==> src/rtl/serial_frame_receiver.sv <==
// Serial frame receiver: start bit, DATA_W data bits (MSB- or LSB-first), optional
// even-parity bit (enabled by SERIAL_RX_PARITY_EN), stop bit; one-word holding register.
module serial_frame_receiver #(
  parameter int DATA_W = 4
) (
  input  logic              clk,
  input  logic              rst,
  input  logic              sample_en,
  input  logic              serial_in,
  input  logic              dir,
  input  logic              out_ready,
  output logic [DATA_W-1:0] parallel_out,
  output logic              out_valid,
  output logic              frame_err,
  output logic              overrun,
  output logic              busy,
`ifdef SERIAL_RX_PARITY_EN
  output logic              parity_err,
`endif
  output logic [1:0]        dbg_state_o
);

  // Output handshake: a word is transferred on any rising edge where out_valid=1 and
  // out_ready=1; parallel_out holds steady while out_valid=1 and out_ready=0.

  typedef enum logic [1:0] {
    IDLE   = 2'd0,
    DATA   = 2'd1,
    PARITY = 2'd2,
    STOP   = 2'd3
  } state_t;

  localparam int CW = (DATA_W > 1) ? $clog2(DATA_W) : 1;
  localparam logic [CW-1:0] LAST_BIT = CW'(DATA_W - 1);

  state_t            state_q;
  logic [CW-1:0]     cnt_q;
  logic [DATA_W-1:0] shift_q;
  logic [DATA_W-1:0] shift_d;
  logic              dir_q;
  logic [DATA_W-1:0] data_q;
  logic              valid_q;
  logic              frame_err_q;
  logic              overrun_q;
  logic              word_done_d;
`ifdef SERIAL_RX_PARITY_EN
  logic              par_bad_q;
  logic              parity_err_q;
`endif

  // dir_q=0: bits enter at bit 0 and walk up, so the first bit lands in DATA_W-1.
  // dir_q=1: bits enter at the top and walk down, so the first bit lands in bit 0.
  always_comb begin
    if (dir_q) begin
      shift_d = (shift_q >> 1) | (DATA_W'(serial_in) << (DATA_W - 1));
    end else begin
      shift_d = (shift_q << 1) | DATA_W'(serial_in);
    end
  end

  always_comb begin
    word_done_d = sample_en && (state_q == STOP) && serial_in;
`ifdef SERIAL_RX_PARITY_EN
    word_done_d = word_done_d && !par_bad_q;
`endif
  end

  always_ff @(posedge clk or negedge rst) begin
    if (!rst) begin
      state_q      <= IDLE;
      cnt_q        <= '0;
      shift_q      <= '0;
      dir_q        <= 1'b0;
      data_q       <= '0;
      valid_q      <= 1'b0;
      frame_err_q  <= 1'b0;
      overrun_q    <= 1'b0;
`ifdef SERIAL_RX_PARITY_EN
      par_bad_q    <= 1'b0;
      parity_err_q <= 1'b0;
`endif
    end else begin
      frame_err_q <= 1'b0;
      overrun_q   <= 1'b0;
`ifdef SERIAL_RX_PARITY_EN
      parity_err_q <= 1'b0;
`endif

      // A completed word wins over a pending clear so back-to-back transfers keep valid high.
      if (word_done_d) begin
        if (!valid_q || out_ready) begin
          data_q  <= shift_q;
          valid_q <= 1'b1;
        end else begin
          overrun_q <= 1'b1;
        end
      end else if (valid_q && out_ready) begin
        valid_q <= 1'b0;
      end

      if (sample_en) begin
        case (state_q)
          IDLE: begin
            if (!serial_in) begin
              state_q <= DATA;
              dir_q   <= dir;
              cnt_q   <= '0;
              shift_q <= '0;
`ifdef SERIAL_RX_PARITY_EN
              par_bad_q <= 1'b0;
`endif
            end
          end
          DATA: begin
            shift_q <= shift_d;
            if (cnt_q == LAST_BIT) begin
`ifdef SERIAL_RX_PARITY_EN
              state_q <= PARITY;
`else
              state_q <= STOP;
`endif
            end else begin
              cnt_q <= cnt_q + 1'b1;
            end
          end
          PARITY: begin
`ifdef SERIAL_RX_PARITY_EN
            par_bad_q <= (^shift_q) ^ serial_in;
            state_q   <= STOP;
`else
            state_q <= IDLE;
`endif
          end
          STOP: begin
            frame_err_q <= !serial_in;
`ifdef SERIAL_RX_PARITY_EN
            parity_err_q <= par_bad_q;
`endif
            state_q <= IDLE;
          end
          default: state_q <= IDLE;
        endcase
      end
    end
  end

  assign parallel_out = data_q;
  assign out_valid    = valid_q;
  assign frame_err    = frame_err_q;
  assign overrun      = overrun_q;
  assign busy         = (state_q != IDLE);
  assign dbg_state_o  = state_q;
`ifdef SERIAL_RX_PARITY_EN
  assign parity_err   = parity_err_q;
`endif

endmodule

==> config.mk <==
export PLATFORM = sky130hd
export DESIGN_NAME = serial_frame_receiver
export DESIGN_NICKNAME = d
export VERILOG_FILES = /design/src/rtl/serial_frame_receiver.sv
export SDC_FILE = /design/constraint.sdc
export NUM_CORES = 1
export LEC_CHECK = 0
export BUFFER_PORTS_ARGS = -buffer_cell sky130_fd_sc_hd__buf_4
export CORE_MARGIN = 10
export CORE_UTILIZATION = 50
export DETAILED_ROUTE_END_ITERATION = 10
export PLACE_DENSITY_LB_ADDON = 0.2
export SYNTH_ARGS = -nofsm -noshare
export SYNTH_HDL_FRONTEND = slang
export SYNTH_SLANG_ARGS = --single-unit
export TNS_END_PERCENT = 1
==> constraint.sdc <==
create_clock -name clk -period 1.95 [get_ports clk]
set_clock_uncertainty 0.15 [all_clocks]
set_input_delay 0 -clock clk [delete_from_list [all_inputs] [get_ports clk]]
set_output_delay 0 -clock clk [all_outputs]
set_load 0.05 [all_outputs]
==> flow_metrics.py, run 1 <==
metrics = {
    "setup_path": {
        "r2r-start": "dbg_state_o[0]",
        "critPathCaptureType": "flip-flop",
        "crit_fanout": 9,
        "cp-startpoint": "dbg_state_o[0]",
        "r2r-end": "parallel_out[2]",
        "crit_path_start_kind": "flip-flop",
        "reg2reg_slack_ns": 0.37,
        "cp.arrival_ns": 1.60,
        "critPathCapture": "parallel_out[2]",
        "crit_required_ns": 1.97,
        "path_class": "reg2reg",
        "r2r_cells": 3,
    },
    "yosys": {
        "ys.flop_type": "dfrtp_1",
        "synth.most_common_cell": "dfrtp_1",
        "synth_common_cells": "16 x dfrtp_1, 5 x mux2_2, 5 x mux2i_1, 5 x o2bb2ai_1",
        "synth.ff_latch_count": 16,
        "ys_warn_count": 0,
        "synth_edf_count": 0,
        "synth_top_area_cell": "dfrtp_1",
        "async_reset_ff_share_pct": 100,
        "synth_area_leaders": "dfrtp_1 57%, mux2_2 8.0%, mux2i_1 7.1%",
        "synth_area_per_cell_um2": 12.8,
        "synth_top_area_share_pct": 56.7,
        "yosysSeqAreaShare_pct": 56.7,
        "syn-cell-area_um2": 706,
        "ys_types": 22,
        "synth_cells": 55,
        "syn_nets": 62,
    },
    "floorplan": {
        "dieArea_um2": 3310,
        "die_h_um": 57.6,
        "initial_utilization_pct": 53.6,
        "die_w_um": 57.6,
        "core-area_um2": 1320,
        "ios": 16,
        "rows": 13,
    },
    "layout": {
        "final_nets": 88,
        "layout-drive-gt1-share_pct": 36.3,
        "n_antenna_cell": 0,
        "ff_latch_area_um2": 400,
        "fill_cells": 92,
        "final_cell_area_um2": 940,
        "multi_input_area_um2": 294,
        "area_delta_synth_final_pct": 33.2,
    },
    "timing": {
        "finalSetupTns_ns": 0,
        "setup_violations": 0,
        "slew_headroom_pct": 53.5,
        "holdWs_ns": 0.326,
        "slew_viol_final": 0,
        "grt_setup_unrepaired": "no",
        "period_minus_slack_ns": 1.58,
        "max_freq_mhz": 635,
        "hold_viol_final": 0,
        "min_period_over_period_pct": 80.8,
        "worst_pin_slew_ns": 0.695,
    },
    "detailed_routing": {
        "drcViolationCount": 0,
        "avgRoutedWirePerCell_um": 15.0,
        "routed_via_density": 5.22,
        "drt_iter0_markers": 7,
        "via_count": 496,
        "first_pass_iters": 4,
        "postRouteAntennaNets": 0,
        "drt_wl_total_mm": 1.43,
    },
    "global_route": {
        "grt_pass1_wl_mm": 2.42,
        "grt-ovfl-total": 0,
        "grt_max_degree": 17,
        "grt_pass1_vias": 527,
        "grt.total_usage_pct": 8.93,
        "antenna_found_initial": 0,
    },
    "clocking": {
        "clk_latency_ns": 0.28,
        "cts-root-buf": "clkbuf_4",
        "postCtsSetupBuffers": 0,
        "numCtsBuffers": 3,
        "clockBufferDepth": 2,
        "clock_sinks": 16,
        "cts_tree": "done",
        "clk_pin_slew_ns": 0.10,
        "htreeDepth": 1,
    },
    "run_status": {
        "outcome": "finished clean",
    },
    "place": {
        "dp_hpwl_um": 967,
        "io_buffers": 15,
        "dpl_cell_area_um2": 833,
        "gp_congestion": 0.771,
    },
    "flow_run": {
        "maxCapViolations": 0,
    },
    "power_and_ir_drop": {
        "p_leak_nw": 0.482,
        "total_power_w": 0.00110,
        "peakVddDrop_mv": 0.739,
        "powerDensity_nw_per_um2": 1170,
    },
    "hold_path": {
        "min-delay-path-class": "in2reg",
    },
}
through the flow:
stage,setup WS (ns),util [%],cells
global route,0.265,71.3,95
finish,0.374,71.3,95
floorplan,0.126,-,55
global placement,0.413,63.2,84
detailed placement,0.378,63.2,84
CTS,0.365,71.3,95
metal layers:
layer	up-vias	GRT usage (%)	share of wire, %
met5	-	0	0
met4	0	2.01	0.84
met3	2	3.76	6.0
met2	9	15.2	47
met1	231	10.1	46
li1	254	-	-
cells by family after synthesis:
group           synth area share, %
fa+ha+maj                      1.77
compound gates                 10.1
simple gates                   14.7
flops                          56.7
mux                            15.1
buf+inv                        1.60
area by class of cell:
cell class                      instances  share of cell area [%]
Timing Repair Buffer                   22                    19.4
Tap cell                               15                    2.00
Multi-Input combinational cell         36                    31.3
Sequential cell                        16                    42.6
Clock buffer                            4                    3.86
Inverter                                2                   0.799
what timing repair did:
| item | 4_1_cts | 5_1_grt |
|---|---|---|
| hold buffers | 7 | 0 |
| setup endpoints to repair | 0 | 0 |
| resized for setup | 0 | 0 |
| hold endpoints to repair | 24 | 0 |
registers in the layout, indices dropped and copies added (netlist names):
signal / flops
dbg_state_o: 2
cnt_q: 2
overrun: 1
frame_err: 1
out_valid: 1
shift_q: 4
parallel_out: 4
dir_q: 1
worst min path at each step:
| stage | startpoint | to | slack [ns] | depth (start not counted) |
|---|---|---|---|---|
| floorplan | rst | cnt_q[0] | -0.45 | 0 |
| global placement | rst | frame_err | -0.28 | 1 |
| detailed placement | rst | overrun | -0.28 | 1 |
| CTS | sample_en | dbg_state_o[1] | 0.32 | 3 |
| global route | dir | dir_q | 0.34 | 3 |
| finish | sample_en | dbg_state_o[1] | 0.33 | 3 |
cell usage in the layout, fill, tap and decap left out:
cell and instances:
nor2b_4 1, clkbuf_4 3, nor4b_1 2, nand3_1 2, ha_1 1, or2_2 1, clkbuf_8 1, a21oi_1 1
mux2i_1 5, and3_2 1, o2bb2ai_1 5, nand2b_1 2, dfrtp_1 16, a211o_1 1, nor2b_2 1, dlygate4sd3_1 7
nand4_1 1, mux2_2 5, and3_1 1, o21ai_2 1, buf_4 15, inv_1 2, o21ai_0 1, nor2_1 2
nand2_1 2
critical path: stages, from the launching register on:
cell,delay (ns)
dfrtp_1,0.52
nand4_1,0.24
nor2b_4,0.21
mux2_2,0.35
power by group:
part / internal, W / switching (W)
sequential: 0.000413 / 0.0000895
combinational: 0.000164 / 0.000213
clock: 0.000113 / 0.000105
(Power assumes the default switching activity.)
==> inputs of run 2 (changes only) <==
clock period = 1.6 ns   (was 1.95 ns; I/O delays follow)
==> run 2 against run 1 <==
Compared with the run above: global-route usage is 0.46 points higher; clock power is 19% higher; utilization increased by 0.76 points; cell count up 1.1%; final area is 1.1% higher; wire length up 3.6%; non-clock buffer count increased by 1; sequential share of layout area fell by 0.19 points; largest power group unchanged.
==> flow_metrics.py, run 2 (synthesis results as in run 1) <==
metrics = {
    "global_route": {
        "grt.total_usage_pct": 9.39,
        "antenna_found_initial": 0,
        "grt_pass1_vias": 524,
        "grt_max_degree": 17,
        "grt_pass1_wl_mm": 2.57,
        "grt-ovfl-total": 0,
    },
    "clocking": {
        "postCtsSetupBuffers": 0,
        "clk_latency_ns": 0.28,
        "ctsResizeCount": 0,
        "clockBufferDepth": 2,
        "htreeDepth": 1,
        "clock_sinks": 16,
        "clk_pin_slew_ns": 0.10,
        "cts-root-buf": "clkbuf_4",
        "cts_tree": "done",
        "numCtsBuffers": 3,
    },
    "place": {
        "placed_cells": 85,
        "gp_congestion": 0.723,
        "dp_hpwl_mm": 1.05,
        "pre_cts_slack_ns": 0.128,
        "io_buffers": 15,
    },
    "setup_path": {
        "critPathCapture": "frame_err",
        "r2r-end": "frame_err",
        "crit_required_ns": 1.63,
        "r2r-start": "dbg_state_o[0]",
        "crit_fanout": 7,
        "reg2reg_slack_ns": 0.09,
        "r2r_cells": 4,
        "cp.arrival_ns": 1.54,
        "cp-startpoint": "dbg_state_o[0]",
        "path_class": "reg2reg",
        "critPathCaptureType": "flip-flop",
        "crit_path_start_kind": "flip-flop",
    },
    "power_and_ir_drop": {
        "peakVddDrop_mv": 0.700,
        "p_leak_nw": 0.484,
        "powerDensity_nw_per_um2": 1420,
    },
    "floorplan": {
        "ios": 16,
        "initial_utilization_pct": 53.6,
        "dieArea_um2": 3310,
        "die_w_um": 57.6,
        "core-area_um2": 1320,
        "rows": 13,
        "die_h_um": 57.6,
    },
    "layout": {
        "layout-drive-gt1-share_pct": 39.5,
        "final_nets": 89,
        "area_delta_synth_final_pct": 34.6,
        "n_antenna_cell": 0,
        "utilization_pct": 72.1,
        "layout_common_cells": "16 x buf_4, 14 x dfrtp_1, 7 x dlygate4sd3_1",
        "layout.cells.non_filler": 96,
        "layout_commonest_cell": "buf_4",
    },
    "detailed_routing": {
        "avgRoutedWirePerCell_um": 15.4,
        "routed_via_density": 5.42,
        "postRouteAntennaNets": 0,
        "via_count": 520,
        "drt_wl_total_mm": 1.48,
        "drt_iter0_markers": 7,
        "drcViolationCount": 0,
        "first_pass_iters": 2,
    },
    "timing": {
        "worst_pin_slew_ns": 0.282,
        "slew_viol_final": 0,
        "max_freq_mhz": 662,
        "grt_setup_unrepaired": "no",
        "min_period_over_period_pct": 94.5,
        "slew_headroom_pct": 81.0,
        "setup_violations": 0,
        "setup_ws_ns": 0.0887,
        "finalSetupTns_ns": 0,
        "period_minus_slack_ns": 1.51,
        "holdWs_ns": 0.334,
        "hold_viol_final": 0,
    },
    "hold_path": {
        "min-delay-path-class": "in2reg",
        "holdPathStages": 3,
    },
    "run_status": {
        "outcome": "finished clean",
    },
    "flow_run": {
        "maxCapViolations": 0,
    },
}
## run 2: cell types whose count changed in the layout (fill, tap and decap cells not counted), sizes merged
cell,previous run,this run
buf,15,16
## run 2: worst max-delay path, cell delays in order, from the launching register on
cell	delay [ns]
dfrtp_2	0.43
buf_4	0.17
nand3_1	0.08
nor2_1	0.04
dlygate4sd3_1	0.54
## run 2: layer usage
metal	global-route usage (%)	wire length [um]	up-vias
li1	-	-	252
met1	12.5	702	259
met2	13.5	655	9
met3	4.20	120	0
met4	2.01	0	0
met5	0	0	-
## run 2: area by class of cell
class | instances | area (um2)
clock buffer | 4 | 36.3
inverter | 2 | 7.51
sequential | 16 | 403
fill | 96 | 368
timing repair buffer | 23 | 190
tap | 15 | 18.8
multi-input combinational | 36 | 294
## run 2: how the worst min path moves through the flow
stage                         start              to
final                     sample_en  dbg_state_o[0]
after global routing      sample_en  dbg_state_o[1]
after CTS                 sample_en  dbg_state_o[1]
after detailed placement        rst           dir_q
after global placement          rst           dir_q
after floorplan                 rst        cnt_q[0]
## run 2: timing repair
action | CTS | global route
hold buffers | 7 | 1
setup endpoints to repair | 0 | 1
hold endpoints to repair | 24 | 16
## run 2: power breakdown
| group | internal (W) | switching [W] | total (W) |
|---|---|---|---|
| combinational | 0.000207 | 0.000269 | 0.000476 |
| sequential | 0.000505 | 0.000105 | 0.000610 |
| clock | 0.000138 | 0.000122 | 0.000261 |
## run 2: metrics by stage
stage	cell area, um2	power (W)
final	950	0.00135
after global routing	950	0.00144
after CTS	950	0.00135
after detailed placement	843	0.00108
after global placement	843	0.00107
after floorplan	708	0.000929
